**src/rtl/spi_pkg.sv**
```systemverilog
// Shared constants and state encoding for the SPI SRAM responder.
package spi_pkg;

  localparam logic [7:0] SPI_CMD_READ   = 8'h03;
  localparam logic [7:0] SPI_CMD_WRITE  = 8'h02;
  localparam int         SPI_ADDR_BYTES = 2;
  localparam int         SPI_ADDR_BITS  = SPI_ADDR_BYTES * 8;

  typedef enum logic [2:0] {
    ST_IDLE   = 3'd0,
    ST_CMD    = 3'd1,
    ST_ADDR   = 3'd2,
    ST_READ   = 3'd3,
    ST_WRITE  = 3'd4,
    ST_IGNORE = 3'd5
  } spi_state_t;

endpackage

```
**src/rtl/spi_in_sync.sv**
```systemverilog
// Brings sclk/cs_n/mosi into the clk domain and flags sclk edges.
module spi_in_sync #(
  parameter int SYNC_STAGES = 2
) (
  input  logic clk,
  input  logic rst,
  input  logic sclk,
  input  logic cs_n,
  input  logic mosi,
  output logic sclk_rise,
  output logic sclk_fall,
  output logic cs_n_s,
  output logic mosi_s
);

  localparam int NS = (SYNC_STAGES < 2) ? 2 : SYNC_STAGES;

  logic [2:0] w_in;
  logic [2:0] w_sync;
  logic       r_sclk_prev;

  assign w_in = {mosi, cs_n, sclk};

  // cs_n chains reset to "selected" so a post-reset cs_n that is already
  // low never looks like a fresh high->low transition.
  generate
    for (genvar gi = 0; gi < 3; gi++) begin : g_sync
      logic [NS-1:0] r_chain;
      always_ff @(posedge clk or posedge rst) begin
        if (rst) begin
          r_chain <= '0;
        end else begin
          r_chain <= {r_chain[NS-2:0], w_in[gi]};
        end
      end
      assign w_sync[gi] = r_chain[NS-1];
    end
  endgenerate

  always_ff @(posedge clk or posedge rst) begin
    if (rst) begin
      r_sclk_prev <= 1'b0;
    end else begin
      r_sclk_prev <= w_sync[0];
    end
  end

  assign sclk_rise = w_sync[0] & ~r_sclk_prev;
  assign sclk_fall = ~w_sync[0] & r_sclk_prev;
  assign cs_n_s    = w_sync[1];
  assign mosi_s    = w_sync[2];

endmodule

```
**src/rtl/spi_sram_responder.sv**
```systemverilog
// SPI mode-0 sequential-mode SRAM responder with a backdoor port.
module spi_sram_responder
  import spi_pkg::*;
#(
  parameter int ADDR_W      = 8,
  parameter int DEPTH       = 2 ** ADDR_W,
  parameter int SYNC_STAGES = 2
) (
  input  logic              clk,
  input  logic              rst,
  input  logic              sclk,
  input  logic              cs_n,
  input  logic              mosi,
  output logic              miso,
  output logic              busy,
  output logic              cmd_err,
  input  logic              bd_we,
  input  logic [ADDR_W-1:0] bd_addr,
  input  logic [7:0]        bd_wdata,
  output logic [7:0]        bd_rdata,
  input  logic              bd_clr
);

  logic w_rise, w_fall, w_cs_n_s, w_mosi_s;

  spi_in_sync #(
    .SYNC_STAGES(SYNC_STAGES)
  ) u_sync (
    .clk      (clk),
    .rst      (rst),
    .sclk     (sclk),
    .cs_n     (cs_n),
    .mosi     (mosi),
    .sclk_rise(w_rise),
    .sclk_fall(w_fall),
    .cs_n_s   (w_cs_n_s),
    .mosi_s   (w_mosi_s)
  );

  spi_state_t                 r_state;
  logic [4:0]                 r_bit_cnt;
  logic [SPI_ADDR_BITS-2:0]   r_shreg;
  logic [7:0]                 r_out_sh;
  logic [ADDR_W-1:0]          r_addr;
  logic                       r_is_read;
  logic                       r_armed;
  logic                       r_miso;
  logic                       r_cmd_err;
  logic [7:0]                 r_mem [DEPTH];
  logic [7:0]                 r_rd_q;
  logic [7:0]                 r_bd_rdata;

  logic [SPI_ADDR_BITS-1:0]   w_shift_in;
  logic                       w_spi_we;
  logic                       w_bd_we;
  logic [7:0]                 w_out_byte;
  logic [ADDR_W-1:0]          w_addr_next;

  assign w_shift_in  = {r_shreg, w_mosi_s};
  assign w_spi_we    = (r_state == ST_WRITE) && !w_cs_n_s && w_rise && (r_bit_cnt == 5'd7);
  assign w_bd_we     = bd_we && !(w_spi_we && (bd_addr == r_addr));
  assign w_addr_next = (r_addr == ADDR_W'(DEPTH - 1)) ? '0 : r_addr + 1'b1;
  // r_rd_q tracks mem[r_addr] one cycle behind; falls are far enough apart
  // that it is always current when a new byte starts shifting out.
  assign w_out_byte  = (r_bit_cnt == 5'd0) ? r_rd_q : r_out_sh;

  always_ff @(posedge clk or posedge rst) begin
    if (rst) begin
      r_state   <= ST_IDLE;
      r_bit_cnt <= '0;
      r_shreg   <= '0;
      r_out_sh  <= '0;
      r_addr    <= '0;
      r_is_read <= 1'b0;
      r_armed   <= 1'b0;
      r_miso    <= 1'b0;
      r_cmd_err <= 1'b0;
    end else begin
      if (bd_clr) begin
        r_cmd_err <= 1'b0;
      end
      if (w_cs_n_s) begin
        r_state   <= ST_IDLE;
        r_bit_cnt <= '0;
        r_miso    <= 1'b0;
        r_armed   <= 1'b1;
      end else begin
        case (r_state)
          ST_IDLE: begin
            if (r_armed) begin
              r_state   <= ST_CMD;
              r_bit_cnt <= '0;
            end
          end
          ST_CMD: begin
            if (w_rise) begin
              r_shreg <= w_shift_in[SPI_ADDR_BITS-2:0];
              if (r_bit_cnt == 5'd7) begin
                r_bit_cnt <= '0;
                if (w_shift_in[7:0] == SPI_CMD_READ) begin
                  r_state   <= ST_ADDR;
                  r_is_read <= 1'b1;
                end else if (w_shift_in[7:0] == SPI_CMD_WRITE) begin
                  r_state   <= ST_ADDR;
                  r_is_read <= 1'b0;
                end else begin
                  r_state   <= ST_IGNORE;
                  r_cmd_err <= 1'b1;
                end
              end else begin
                r_bit_cnt <= r_bit_cnt + 5'd1;
              end
            end
          end
          ST_ADDR: begin
            if (w_rise) begin
              r_shreg <= w_shift_in[SPI_ADDR_BITS-2:0];
              if (r_bit_cnt == 5'(SPI_ADDR_BITS - 1)) begin
                r_bit_cnt <= '0;
                r_addr    <= w_shift_in[ADDR_W-1:0];
                r_state   <= r_is_read ? ST_READ : ST_WRITE;
              end else begin
                r_bit_cnt <= r_bit_cnt + 5'd1;
              end
            end
          end
          ST_READ: begin
            if (w_fall) begin
              r_miso   <= w_out_byte[7];
              r_out_sh <= {w_out_byte[6:0], 1'b0};
              if (r_bit_cnt == 5'd7) begin
                r_bit_cnt <= '0;
                r_addr    <= w_addr_next;
              end else begin
                r_bit_cnt <= r_bit_cnt + 5'd1;
              end
            end
          end
          ST_WRITE: begin
            if (w_rise) begin
              r_shreg <= w_shift_in[SPI_ADDR_BITS-2:0];
              if (r_bit_cnt == 5'd7) begin
                r_bit_cnt <= '0;
                r_addr    <= w_addr_next;
              end else begin
                r_bit_cnt <= r_bit_cnt + 5'd1;
              end
            end
          end
          ST_IGNORE: begin
            r_miso <= 1'b0;
          end
          default: begin
            r_state <= ST_IDLE;
          end
        endcase
      end
    end
  end

  // SPI write takes precedence when both ports hit the same byte.
  always_ff @(posedge clk) begin
    if (w_spi_we) begin
      r_mem[r_addr] <= w_shift_in[7:0];
    end
    if (w_bd_we) begin
      r_mem[bd_addr] <= bd_wdata;
    end
    r_rd_q <= r_mem[r_addr];
  end

  always_ff @(posedge clk or posedge rst) begin
    if (rst) begin
      r_bd_rdata <= '0;
    end else begin
      r_bd_rdata <= r_mem[bd_addr];
    end
  end

  assign miso     = r_miso;
  assign busy     = (r_state != ST_IDLE);
  assign cmd_err  = r_cmd_err;
  assign bd_rdata = r_bd_rdata;

endmodule
```
**config.mk**
```make
export PLATFORM = sky130hd
export DESIGN_NAME = spi_sram_responder
export DESIGN_NICKNAME = d
export VERILOG_FILES = /design/src/rtl/spi_pkg.sv /design/src/rtl/spi_in_sync.sv /design/src/rtl/spi_sram_responder.sv
export SDC_FILE = /design/constraint.sdc
export NUM_CORES = 2
export LEC_CHECK = 0
export CAP_MARGIN = 30
export CORE_AREA = 2 2 590 592
export CTS_BUF_LIST = sky130_fd_sc_hd__clkbuf_4 sky130_fd_sc_hd__clkbuf_8
export DETAILED_ROUTE_END_ITERATION = 10
export DIE_AREA = 0 0 592 594
export PLACE_DENSITY = 0.51
export SETUP_SLACK_MARGIN = 0.4
export SYNTH_ARGS = -nofsm -noshare
export SYNTH_HDL_FRONTEND = slang
export SYNTH_HIERARCHICAL = 1
export SYNTH_SLANG_ARGS = --single-unit
```
**constraint.sdc**
```tcl
create_clock -name clk -period 9.35 [get_ports clk]
set_input_delay 1.4025 -clock clk [delete_from_list [all_inputs] [get_ports clk]]
set_output_delay 1.4025 -clock clk [all_outputs]
set_load 0.05 [all_outputs]
```
==> flow_metrics.env <==
export IMPL_status="finished clean"
export IMPL_cp_max_fo=37
export IMPL_finalPower_mw=27.2
export IMPL_fp_dieW_um=592
export IMPL_synth_compound_area_share_pct=6.26
export IMPL_powerDensity_mw_per_mm2=196
export IMPL_clk_latency_ns=1.18
export IMPL_synth_xor_area_share_pct=0.0565
export IMPL_ys_flop_type="edfxtp_1"
export IMPL_synth_seq_area_share_pct=50.7
export IMPL_clkPwrFrac_pct=33.1
export IMPL_slew_headroom_pct=12.8
export IMPL_synth_simple_area_share_pct=2.48
export IMPL_post_cts_buffers=0
export IMPL_synth_top_family_by_area="multiplexers"
export IMPL_h_tree_depth=5
export IMPL_synth_async_reset_ratio_pct=2.33
export IMPL_seqPwrFrac_pct=41.8
export IMPL_p_leak_nw=46.5
export IMPL_antenna_found_initial=49
export IMPL_netlist_cell_type_count=68
export IMPL_antenna_left=0
export IMPL_p_int_mw=18.8
export IMPL_cp_required_ns=10.31
export IMPL_post_cts_resized=0
export IMPL_drtIter0Drc=11874
export IMPL_grt_pass1_wl_um=711000
export IMPL_hpwl_um=320000
export IMPL_avgViaCountPerCell=6.62
export IMPL_grt_start_max_net_pins=185
export IMPL_final_util_pct=40.3
export IMPL_cts_buffers=390
export IMPL_p_sw_mw=8.40
export IMPL_worst_pin_slew_ns=1.31
export IMPL_syn_nets=8027
export IMPL_floorplan_initialDensity_pct=35.9
export IMPL_cp_startpoint="r_addr[0]"
export IMPL_fin_nets=7973
export IMPL_criticalPathCategory="register to register"
export IMPL_worstHoldPathType="register to register"
export IMPL_num_vias=85312
export IMPL_finClkSkew_ns=0.103
export IMPL_numPortBuffers=33
export IMPL_cts_tree="built"
export IMPL_finalWirelength_um=518000
export IMPL_setup_viol=0
export IMPL_synth_edf_count=2048
export IMPL_synth_area_mm2=0.124
export IMPL_startpoint_type="register"
export IMPL_drive_above_1_share_pct=51.5
export IMPL_finalMaxSlewViolations=0
export IMPL_r2r_slack_ns=4.25
export IMPL_ir_worst_vdd_mv=0.244
export IMPL_r2r_start="r_addr[0]"
export IMPL_hold_viol=0
export IMPL_drv_cap=0
export IMPL_syn_instance_count=7996
export IMPL_end_kind="register"
export IMPL_globalplace_congestion=0.908
export IMPL_cts_root_buf="clkbuf_8"
export IMPL_synth_fa_ha_area_share_pct=0.0807
export IMPL_fmax_mhz=196
export IMPL_rows=216
export IMPL_ios=34
export IMPL_design_die_area_mm2=0.352
export IMPL_grt_setup_unrepaired="no"
export IMPL_crit_arrival_ns=6.06
export IMPL_syn_avg_cell_area_um2=15.5
export IMPL_finalCriticalPeriod_ns=5.10
export IMPL_final_common_cell="edfxtp_1"
export IMPL_drc=0
export IMPL_path_clk_slew_ns=0.07
export IMPL_mostFrequentLayoutCells="edfxtp_1 (2,048), mux2_2 (1,875), mux4_2 (1,024), a22oi_1 (515), buf_4 (403)"
export IMPL_postCtsHoldBufs=0
export IMPL_grt_pass1_vias=84083
export IMPL_period_share_pct=54.5
export IMPL_wl_per_cell_um=40.2
export IMPL_ys_warn_count=6
export IMPL_synth_area_mux_share_pct=37.4
export IMPL_core_area_mm2=0.345
export IMPL_grt_total_usage_pct=28.8
export IMPL_cts_buffer_depth=4
export IMPL_dr_pass1_iters=8
export IMPL_swShare_pct=30.9
export IMPL_ys_ff_latch=2105
export IMPL_clock_sinks=2105
export IMPL_tns_ns=0
export IMPL_power_frac_comb_pct=25.1
export IMPL_area_delta_synth_final_pct=12.0
export IMPL_die_height_um=594
export IMPL_overflow=0
export IMPL_holdCritStartpoint="u_sync/g_sync[1].r_chain[0]"
==> flip-flops by register name (all words and copies together) (netlist names) <==
name	count
r_state	3
r_shreg	7
bd_rdata	8
miso	1
r_armed	1
u_sync/r_sclk_prev	1
r_addr	8
u_sync/g_sync.r_chain	6
r_bit_cnt	5
r_rd_q	8
cmd_err	1
r_out_sh	7
r_mem	2048
r_is_read	1
==> synthesized netlist by cell type (17+ instances only) <==
cell      count  share of area, %
nor2_1       39              0.12
a21oi_1     271               1.1
a22oi_1     515               3.1
mux2_2     1875                17
buf_1       119              0.36
mux4_2     1024                19
nand2_2     102              0.51
nor2b_1      17             0.086
clkbuf_1    776               2.3
buf_2        74              0.30
dfrtp_1      49              0.99
o41ai_1      64              0.45
o21ai_0     257               1.0
nand4_1      19             0.096
mux2_1      182               1.7
nand2_1     318              0.96
nand3_1      35              0.14
edfxtp_1   2048                50
==> power by group through the flow <==
| stage | logic (mW) | clock network (mW) | registers, mW |
|---|---|---|---|
| finish | 6.83 | 9.01 | 11.4 |
| global route | 7.14 | 9.48 | 11.4 |
| CTS | 6.72 | 9.11 | 11.4 |
| detailed placement | 6.69 | 0 | 11.6 |
| global placement | 6.48 | 0 | 11.6 |
| floorplan | 4.73 | 0 | 11.3 |
==> layer usage <==
metal	wire (um)	track usage, %
met5	92	0
met3	57400	8.06
met2	233000	43.3
met1	200000	38.2
met4	27400	14.3
==> path summary, 6_finish.rpt <==
| kind | endpoint | depth (start not counted) |
|---|---|---|
| setup / recovery | r_rd_q[1] | 8 |
| hold / removal | u_sync/g_sync[1].r_chain[1] | 0 |
| setup reg to reg | r_rd_q[1] | 8 |
| hold reg to reg | u_sync/g_sync[1].r_chain[1] | 0 |
| max in group asynchronous | bd_rdata[3] | 3 |
| min in group asynchronous | u_sync/g_sync[1].r_chain[0] | 2 |
==> logic make-up after synthesis <==
family,Yosys count
muxes,3093
xor gates and xnor gates,8
AOI/OAI and AO/OA,1182
adders and majority gates,8
buffers and inverters,982
and+or+nand+nor,618
DFF,2105
==> stage by stage <==
stage,hold slack (ns),worst slack [ns],cell area (um2),cells
5_1_grt,0.380,4.11,139000,12837
3_5_place_dp,0.344,3.41,131000,12114
3_3_place_gp,0.348,2.53,130000,12031
2_1_floorplan,0.331,5.47,124000,7996
6_report,0.356,4.25,139000,12886
4_1_cts,0.361,4.39,139000,12819
==> worst max-delay path, cell delays in order (launching register included) <==
cell and delay (ns):
dfrtp_4 0.89, buf_4 0.75, buf_4 0.68, mux4_2 0.58, a22oi_1 0.38, a21oi_1 0.31, o41ai_1 0.76, buf_4 0.28
nand4_1 0.09
==> layout make-up <==
class	instances	area, um2
diodes	53	133
clock buffers	506	6270
clock inverters	199	1220
fillers	31637	206000
inverters	12	45.0
multi-input cells	4909	58100
flip-flops and latches	2105	62900
well taps	4578	5730
repair buffers	524	4520
(Power assumes the default switching activity.)
